## src/rtl/pwm_capture.sv

```systemverilog
// pwm_capture
//   Measures an incoming PWM waveform and reports its period and active-pulse
//   width in prescaled ticks (same units as the pwm_generator period/pulse
//   inputs). Each completed cycle is reported with a one-cycle strobe, and a
//   line with no edges for TIMEOUT ticks is flagged as stuck.
//
// Parameters
//   PRESCALER : sclk cycles per measurement tick (>= 1)
//   WIDTH     : width of the period/pulse counters and outputs
//   TIMEOUT   : ticks without any input edge before the line is declared stuck (>= 1)
//
// Ports
//   sclk      in   system clock
//   rst       in   synchronous, active-high reset
//   pwm_in    in   PWM input, asynchronous to sclk
//   pwm_mode  in   0: high is active, 1: low is active
//   period    out  last measured period, ticks
//   pulse     out  last measured active width, ticks
//   valid     out  one-cycle strobe when period/pulse update
//   no_signal out  no measurement yet, or line stuck
//   level     out  synchronized pwm_in, raw polarity
module pwm_capture #(
  parameter int PRESCALER = 2,
  parameter int WIDTH     = 26,
  parameter int TIMEOUT   = 2_000_000
) (
  input  logic             sclk,
  input  logic             rst,
  input  logic             pwm_in,
  input  logic             pwm_mode,
  output logic [WIDTH-1:0] period,
  output logic [WIDTH-1:0] pulse,
  output logic             valid,
  output logic             no_signal,
  output logic             level
);

  localparam int DIV_W  = (PRESCALER > 1) ? $clog2(PRESCALER) : 1;
  localparam int IDLE_W = $clog2(TIMEOUT + 1);

  localparam logic [DIV_W-1:0]  DIV_LAST   = DIV_W'(PRESCALER - 1);
  // The detection cycle itself is elapsed cycle 1 of the new measurement, so
  // the divider restarts at 1 (or, with no division, the first tick is
  // already counted).
  localparam logic [DIV_W-1:0]  DIV_START  = (PRESCALER > 1) ? DIV_W'(1) : DIV_W'(0);
  localparam logic [WIDTH-1:0]  CNT_START  = (PRESCALER > 1) ? WIDTH'(0) : WIDTH'(1);
  localparam logic [WIDTH-1:0]  CNT_MAX    = {WIDTH{1'b1}};
  localparam logic [IDLE_W-1:0] IDLE_LIM   = IDLE_W'(TIMEOUT);
  localparam logic [IDLE_W-1:0] IDLE_START = (PRESCALER > 1) ? IDLE_W'(0) : IDLE_W'(1);

  localparam logic [1:0] S_IDLE     = 2'd0;
  localparam logic [1:0] S_ACTIVE   = 2'd1;
  localparam logic [1:0] S_INACTIVE = 2'd2;

  function automatic logic [WIDTH-1:0] sat_inc(input logic [WIDTH-1:0] v);
    return (v == CNT_MAX) ? v : v + WIDTH'(1);
  endfunction

  function automatic logic [IDLE_W-1:0] idle_inc(input logic [IDLE_W-1:0] v);
    return (v >= IDLE_LIM) ? v : v + IDLE_W'(1);
  endfunction

  logic              r_sync_p0, r_sync_p1, r_sync_p2;
  logic              r_mode_p0, r_mode_p1;
  logic [1:0]        r_warm;
  logic              r_act_edge, r_inact_edge;
  logic [1:0]        r_state;
  logic [DIV_W-1:0]  r_div;
  logic [WIDTH-1:0]  r_cnt;
  logic [WIDTH-1:0]  r_pulse_lat;
  logic [DIV_W-1:0]  r_idle_div;
  logic [IDLE_W-1:0] r_idle_cnt;
  logic [WIDTH-1:0]  r_period, r_pulse;
  logic              r_valid, r_no_signal;

  logic              w_act_now, w_act_prev, w_warm_ok;
  logic              w_mode_chg, w_any_edge, w_tick, w_idle_tick, w_timeout;
  logic [IDLE_W-1:0] w_idle_next;

  // Active-level mapping uses one mode value for both samples, so a mode
  // change alone never looks like an edge.
  assign w_act_now  = r_sync_p1 ^ r_mode_p0;
  assign w_act_prev = r_sync_p2 ^ r_mode_p0;
  // After reset the synchronizer holds zeros rather than the line value; edge
  // detection waits until the whole chain carries real samples so a line that
  // was high across reset is not mistaken for a fresh edge.
  assign w_warm_ok  = (r_warm == 2'd3);

  // Stage p0..p2: synchronizer and edge-detect register
  always_ff @(posedge sclk) begin
    if (rst) begin
      r_sync_p0    <= 1'b0;
      r_sync_p1    <= 1'b0;
      r_sync_p2    <= 1'b0;
      r_mode_p0    <= 1'b0;
      r_mode_p1    <= 1'b0;
      r_warm       <= 2'd0;
      r_act_edge   <= 1'b0;
      r_inact_edge <= 1'b0;
    end else begin
      r_sync_p0    <= pwm_in;
      r_sync_p1    <= r_sync_p0;
      r_sync_p2    <= r_sync_p1;
      r_mode_p0    <= pwm_mode;
      r_mode_p1    <= r_mode_p0;
      if (!w_warm_ok) r_warm <= r_warm + 2'd1;
      r_act_edge   <= w_warm_ok & w_act_now & ~w_act_prev;
      r_inact_edge <= w_warm_ok & ~w_act_now & w_act_prev;
    end
  end

  assign w_mode_chg  = r_mode_p0 ^ r_mode_p1;
  assign w_any_edge  = r_act_edge | r_inact_edge;
  assign w_tick      = (r_div == DIV_LAST);
  assign w_idle_tick = (r_idle_div == DIV_LAST);
  assign w_idle_next = w_idle_tick ? idle_inc(r_idle_cnt) : r_idle_cnt;
  // An edge in the same cycle always beats the timeout. The timeout stays
  // asserted while the line remains quiet; re-applying it is harmless.
  assign w_timeout   = ~w_any_edge & (w_idle_next >= IDLE_LIM);

  // Stage p3: measurement FSM and output registers
  always_ff @(posedge sclk) begin
    if (rst) begin
      r_state     <= S_IDLE;
      r_div       <= '0;
      r_cnt       <= '0;
      r_pulse_lat <= '0;
      r_idle_div  <= '0;
      r_idle_cnt  <= '0;
      r_period    <= '0;
      r_pulse     <= '0;
      r_valid     <= 1'b0;
      r_no_signal <= 1'b1;
    end else begin
      r_valid <= 1'b0;

      if (w_any_edge) begin
        r_idle_div <= DIV_START;
        r_idle_cnt <= IDLE_START;
      end else begin
        r_idle_div <= w_idle_tick ? '0 : r_idle_div + 1'b1;
        r_idle_cnt <= w_idle_next;
      end

      if (w_mode_chg) begin
        r_state <= S_IDLE;
      end else if (w_timeout) begin
        r_no_signal <= 1'b1;
        r_state     <= S_IDLE;
      end else begin
        case (r_state)
          S_IDLE: begin
            if (r_act_edge) begin
              r_div   <= DIV_START;
              r_cnt   <= CNT_START;
              r_state <= S_ACTIVE;
            end
          end
          S_ACTIVE: begin
            if (w_tick) begin
              r_div <= '0;
              r_cnt <= sat_inc(r_cnt);
            end else begin
              r_div <= r_div + 1'b1;
            end
            // r_cnt already covers every cycle up to the detection cycle.
            if (r_inact_edge) begin
              r_pulse_lat <= r_cnt;
              r_state     <= S_INACTIVE;
            end
          end
          S_INACTIVE: begin
            if (r_act_edge) begin
              r_period    <= r_cnt;
              r_pulse     <= r_pulse_lat;
              r_valid     <= 1'b1;
              r_no_signal <= 1'b0;
              r_div       <= DIV_START;
              r_cnt       <= CNT_START;
              r_state     <= S_ACTIVE;
            end else if (w_tick) begin
              r_div <= '0;
              r_cnt <= sat_inc(r_cnt);
            end else begin
              r_div <= r_div + 1'b1;
            end
          end
          default: r_state <= S_IDLE;
        endcase
      end
    end
  end

  assign period    = r_period;
  assign pulse     = r_pulse;
  assign valid     = r_valid;
  assign no_signal = r_no_signal;
  assign level     = r_sync_p1;

endmodule

```

## config.mk

```make
export PLATFORM = sky130hd
export DESIGN_NAME = pwm_capture
export DESIGN_NICKNAME = d
export VERILOG_FILES = /design/src/rtl/pwm_capture.sv
export SDC_FILE = /design/constraint.sdc
export NUM_CORES = 1
export LEC_CHECK = 0
export BUFFER_PORTS_ARGS = -buffer_cell sky130_fd_sc_hd__buf_2
export CAP_MARGIN = 15
export CELL_PAD_IN_SITES_DETAIL_PLACEMENT = 0
export CELL_PAD_IN_SITES_GLOBAL_PLACEMENT = 1
export CORE_ASPECT_RATIO = 0.7
export CORE_MARGIN = 1.5
export CORE_UTILIZATION = 40
export CTS_CLUSTER_DIAMETER = 200
export DETAILED_ROUTE_END_ITERATION = 16
export PLACE_DENSITY_LB_ADDON = 0.1
export SYNTH_ARGS = -nofsm -noshare
export SYNTH_HDL_FRONTEND = slang
export SYNTH_SLANG_ARGS = --single-unit
```

## constraint.sdc

```tcl
create_clock -name sclk -period 2.8 [get_ports sclk]
set_clock_uncertainty 0.2 [all_clocks]
set_input_delay 0 -clock sclk [delete_from_list [all_inputs] [get_ports sclk]]
set_output_delay 0 -clock sclk [all_outputs]
set_load 0.01 [all_outputs]
```

==> results of run 1 <==
==> worst max-delay path, delay by kind of cell, from the launching register on <==
family / cells / cell delay [ns]
AOI/OAI and AO/OA: 6 / 1.52
and+or+nand+nor: 2 / 0.87
DFF: 1 / 0.34
==> worst max path at each step <==
| stage | slack, ns | startpoint | to |
|---|---|---|---|
| 3_3_place_gp | -0.15 | r_idle_cnt[7]$_SDFF_PP0_ | r_state[1]$_SDFFE_PP0P_ |
| 2_1_floorplan | -0.10 | r_idle_cnt[7]$_SDFF_PP0_ | r_cnt[9]$_SDFFE_PP0P_ |
| 3_5_place_dp | -0.21 | r_idle_cnt[7]$_SDFF_PP0_ | r_cnt[24]$_SDFFE_PP0P_ |
| 4_1_cts | -0.21 | r_idle_cnt[7]$_SDFF_PP0_ | r_cnt[15]$_SDFFE_PP0P_ |
| 6_report | -0.20 | r_idle_cnt[7]$_SDFF_PP0_ | r_cnt[15]$_SDFFE_PP0P_ |
| 5_1_grt | -0.35 | r_idle_cnt[7]$_SDFF_PP0_ | r_cnt[14]$_SDFFE_PP0P_ |
==> repair_timing <==
action,4_1_cts,5_1_grt
endpoints found under the hold margin,91,0
endpoints found under the setup margin,30,30
resized for setup,20,2
hold buffers,5,0
setup buffers,0,1
pin swaps,4,1
==> through the flow <==
| stage | total power [W] | setup TNS [ns] | cell area (um^2) | cells |
|---|---|---|---|---|
| after floorplan | 0.00213 | -0.403 | 6380 | 792 |
| after global placement | 0.00216 | -3.47 | 7480 | 1102 |
| after detailed placement | 0.00217 | -4.47 | 7480 | 1102 |
| after CTS | 0.00454 | -3.97 | 8260 | 1139 |
| after global routing | 0.00464 | -8.17 | 8280 | 1140 |
| final | 0.00450 | -4.33 | 8280 | 1140 |
==> routing by layer <==
metal / routed length (um) / share of wire (%) / GRT usage [%] / vias to the layer above
met5: 0 / 0 / 0 / -
met3: 1120 / 5.9 / 5.01 / 21
met1: 9800 / 52 / 34.6 / 2971
met2: 7790 / 41 / 34.2 / 177
li1: - / - / - / 3057
met4: 222 / 1.2 / 7.91 / 0
==> cells in the final DEF (no fill, tap or decap), types with 9 or more instances in the layout <==
cell type / instances
a21oi_1: 92
and3_1: 10
buf_2: 57
buf_4: 100
clkbuf_16: 17
dfxtp_1: 130
dfxtp_2: 9
inv_1: 20
nand2_1: 196
nand3_1: 19
nand4_1: 16
nor2_1: 46
o21ai_0: 24
o21ai_1: 11
xnor2_1: 13
==> flip-flops by register name, indices dropped and copies added, names as in the netlist, 2 cells and up <==
signal,cells
r_warm,2
pulse,26
period,26
r_idle_cnt,21
r_cnt,26
r_pulse_lat,26
r_state,2
==> cell type report <==
cell class,count,area (um^2),area share (%)
tap,200,250,3.02
timing repair buffer,168,1160,14.0
clock inverter,15,196,2.37
clock buffer,17,425,5.14
multi-input combinational,579,3340,40.4
sequential,140,2820,34.0
inverter,21,78.8,0.953
==> kinds of logic (layout without fill, tap and decap cells) <==
kind of cell    Yosys count  in the layout  share of synthesized area (%)
compound gates          198            198                           20.3
xor+xnor                 21             21                           2.92
fa+ha+maj                 8              8                           1.59
buf+inv                  73            221                           4.74
flops                   140            140                           44.5
mux                       2              2                          0.337
simple gates            350            350                           25.7
==> power groups by stage <==
stage               combinational (W)  sequential (W)  clock [W]
finish                       0.000114         0.00202    0.00237
global route                 0.000127         0.00202    0.00249
CTS                          0.000114         0.00202    0.00241
detailed placement           0.000106         0.00206          0
global placement             0.000103         0.00206          0
floorplan                   0.0000702         0.00206          0
==> run summary, run 1 <==
Status -> complete, but fails checks
Failing checks -> design-rule violations, negative setup slack
Final worst slack -> -0.197 ns
Switch Pwr -> 0.00110 W
Comb pwr share -> 2.5%
Grt ovf -> 0
Number of fillers in the final layout -> 1,464
CP peak stage delay -> 0.50 ns
Syn_area_per_cell -> 7.96 um^2
WHS Endpoint -> level$_SDFF_PP0_
Asr flop ratio synth -> 0%
Clk buf depth -> 2
Layout cells sized above 1 -> 25.5%
Root Driver -> clkbuf_16
Reg2reg start -> r_idle_cnt[7]$_SDFF_PP0_
Mapped Area -> 6300 um^2
Critical path's slowest cell -> or4_4
Vias -> 6,226
Rows -> 38
Synth top cells by count -> nand2_1, dfxtp_1, a21oi_1
Number of global-route vias before repair -> 5,840
WL final -> 18,900 um
DP Worst Slack -> -0.207 ns
# IOs -> 59
Synthesis Warnings -> 0
ANT cells -> 0
Max-cap violation count -> 0
Cell Int Power -> 0.00341 W
Die height -> 108 um
HP Start -> r_sync_p0$_SDFF_PP0_
PwrDens -> 544 nW/um^2
Critical path's most frequent cell -> o31a_1
Post-route DRC -> 3
Yosys reg bits -> 140
Reg power frac -> 44.8%
WL per Instance -> 16.6 um
Arr. time, crit path -> 3.17 ns
Register area share after synthesis -> 44.5%
Max Slew Vio Count -> 0
Yosys cell types -> 70
Initial core utilization -> 40.8%
Initial antenna violation count -> 0
GPL Wtd Cong -> 0.867
First-pass GRT wire length -> 30,300 um
Initial DRC count -> 501
Switching Share -> 24.3%
Post-synth EDFFs -> 0
CP cell instances -> o31a_1, o311a_4, o31a_1, or4_4, a21oi_4, a211oi_4, nor3_2, a41o_1
Largest net degree at the start of global routing -> 120
Slew margin rel. -> 47.6%
Chip width -> 153 um
Synth Net Count -> 804
Core area -> 15,500 um^2
Worst hold path class -> flop to flop
Ranking of synthesized cells by area -> dfxtp_1, nand2_1, a21oi_1, nor2_1, clkbuf_1
H-tree levels -> 4
Most common cell in the netlist -> nand2_1
Worst VDD drop -> 0.383 mV
Clk pin slew, worst setup/hold paths -> 0.07 ns
Crit Path Category -> flop to flop
DIE AREA -> 16,500 um^2
Crit path launch type -> flop
Drt pass-1 iters -> 12
Vias per cell -> 5.46
DP Wirelength -> 13,000 um
RSZ-0062 raised after global routing -> yes
Synth area leader -> dfxtp_1
Hold path depth -> 1
Final hold vios -> 0
Clock sink total -> 140
CTS tree -> built
Final Cycle Share -> 107%
Synth top area share -> 44.5%
CP endpoint kind -> flop
Worst slew pin tran -> 0.784 ns
Final core occ -> 53.6%
Worst endpoint required time -> 2.98 ns
Clk pwr share -> 52.7%
Worst hold slack -> 0.244 ns
Fin nets -> 939
FF-to-FF End -> r_cnt[15]$_SDFFE_PP0P_
Crit path time final -> 3.00 ns
Largest fanout on the critical path -> 9
GRT Resource Usage Total -> 23.6%
FF-to-FF setup slack -> -0.20 ns
Post-route ant nets -> 0
Fmax -> 0.334 GHz
Clk Latency, worst-skew pair -> 0.44 ns
Finish-stage setup viols -> 30
Post-Syn Instances -> 792
Worst r2r path cells -> 8
Dominant synthesized flop cell -> dfxtp_1
Num CTS Buffers -> 17
I/O Buffers -> 58
Leakage -> 3.03 nW
Area growth syn-to-layout -> 31.3%
Note: power is estimated with default switching activity, not from simulation.
==> run 2, diff against run 1 <==
PLACE_DENSITY_LB_ADDON = 0.08   (was 0.1)
REMOVE_ABC_BUFFERS = 1   (was default)
==> run 2 against run 1 <==
Compared with the run above: setup slack worse by 0.067 ns; first-iteration DRC count fell by 16%; sequential share of layout area is 0.78 points lower; the run still ends with design-rule violations, negative setup slack left; critical path depth grew 1; maximum frequency is 2.2% lower; combinational power grew 8%; count of clock-buffer cells in the layout up 2; design area up 2.3%; non-clock buffer count up 9; power increased by 4.0%; die area did not move; highest routed layer unchanged.
==> run summary, run 2 (synthesis gave the netlist of run 1 again) <==
Failing checks -> design-rule violations, negative setup slack
Num CTS Buffers -> 17
Commonest non-fill, non-tap cell in the layout -> nand2_1
Final Cycle Share -> 109%
Layout cells sized above 1 -> 27.0%
Worst VDD drop -> 0.375 mV
WL final -> 18,400 um
Fmax -> 0.326 GHz
H-tree levels -> 4
DIE AREA -> 16,500 um^2
Final hold vios -> 0
Number of global-route vias before repair -> 5,765
Die height -> 108 um
Core area -> 15,500 um^2
Vias per cell -> 5.36
DP Wirelength -> 12,600 um
Finish-stage setup viols -> 30
WL per Instance -> 16.0 um
Sequential cell area -> 2820 um^2
First-pass GRT wire length -> 29,800 um
Post-route cell area -> 8460 um^2
Commonest cells after routing, fill and taps aside -> nand2_1, dfxtp_1, buf_4
Area growth syn-to-layout -> 34.2%
Max Slew Vio Count -> 0
Drt pass-1 iters -> 11
Initial DRC count -> 419
Initial antenna violation count -> 0
Clock sink total -> 140
Max-cap violation count -> 0
Final TNS setup -> -5.56 ns
Fin nets -> 948
Number of fillers in the final layout -> 1,434
Slew margin rel. -> 56.9%
Post-route ant nets -> 0
Clk buf depth -> 2
Largest fanout on the critical path -> 8
PwrDens -> 553 nW/um^2
ANT cells -> 0
Clk Latency, worst-skew pair -> 0.43 ns
Crit path launch type -> flop
Worst endpoint required time -> 2.92 ns
Vias -> 6,155
Worst slew pin tran -> 0.647 ns
# IOs -> 59
GPL Wtd Cong -> 0.906
Chip width -> 153 um
Post-route DRC -> 7
GRT Resource Usage Total -> 22.9%
Status -> complete, but fails checks
Clk pin slew, worst setup/hold paths -> 0.06 ns
Crit Path Category -> flop to flop
Leakage -> 3.14 nW
Initial core utilization -> 40.8%
CP endpoint kind -> flop
I/O Buffers -> 58
Multi-input logic area -> 3380 um^2
Arr. time, crit path -> 3.18 ns
Rows -> 38
Root Driver -> clkbuf_16
Worst hold path class -> input port to flop
CTS tree -> built
Area after DPL -> 7450 um^2
Largest net degree at the start of global routing -> 41
Final worst slack -> -0.264 ns
Grt ovf -> 0
Crit path time final -> 3.06 ns
RSZ-0062 raised after global routing -> yes
-- run 2: per-stage QoR --
stage,setup WS [ns],power (W),hold WS (ns),util [%],instances
after floorplan,-0.407,0.00210,-0.135,-,740
after global placement,-0.358,0.00217,0.00801,48.2,1103
after detailed placement,-0.467,0.00217,0.0230,48.2,1103
after CTS,-0.250,0.00473,0.108,54.0,1144
after global routing,-0.393,0.00483,0.163,54.8,1148
final,-0.264,0.00468,0.121,54.8,1148
-- run 2: worst max-delay path: stages, from the launching register on --
cell and delay, ns:
dfxtp_2 0.35, o31a_1 0.33, o311a_4 0.35, o31a_1 0.33, or4_4 0.51, a21oi_4 0.18
a211o_4 0.26, buf_12 0.14, a311oi_1 0.09, a41o_1 0.22
-- run 2: path summary, 6_finish.rpt --
check / startpoint / end / slack [ns] / cells past startpoint
worst min-delay path: pwm_mode / r_mode_p0$_SDFF_PP0_ / 0.12 / 3
worst max register to register: r_idle_cnt[7]$_SDFF_PP0_ / r_cnt[17]$_SDFFE_PP0P_ / -0.26 / 9
worst min register to register: r_sync_p0$_SDFF_PP0_ / level$_SDFF_PP0_ / 0.23 / 1
worst max-delay path: r_idle_cnt[7]$_SDFF_PP0_ / r_cnt[17]$_SDFFE_PP0P_ / -0.26 / 9
-- run 2: layer usage --
layer | wire, um | vias to the layer above | global-route usage (%)
met3 | 943 | 23 | 4.53
li1 | - | 3069 | -
met1 | 9290 | 2915 | 31.7
met4 | 282 | 0 | 9.45
met2 | 7870 | 148 | 35.0
met5 | 0 | - | 0
-- run 2: what timing repair did --
item                                   4_1_cts  5_1_grt
cloned                                       0        1
buffers inserted                             5        4
setup endpoints to repair                   30       30
hold buffers                                 5        0
pin swaps                                   27        9
resized for setup                           34       16
endpoints found under the hold margin       36        0
-- run 2: area by class of cell --
type | instances | share of cell area (%)
tap | 200 | 2.96
timing repair buffer | 177 | 15.1
sequential | 140 | 33.3
clock inverter | 12 | 2.48
multi-input combinational | 579 | 39.9
inverter | 21 | 0.931
clock buffer | 19 | 5.35
-- run 2: power by group --
part	internal, W	total (W)	switching (W)
registers	0.00201	0.00202	0.0000107
clock network	0.00164	0.00254	0.000907
logic	0.0000436	0.000123	0.0000798
total	0.00369	0.00468	0.000997
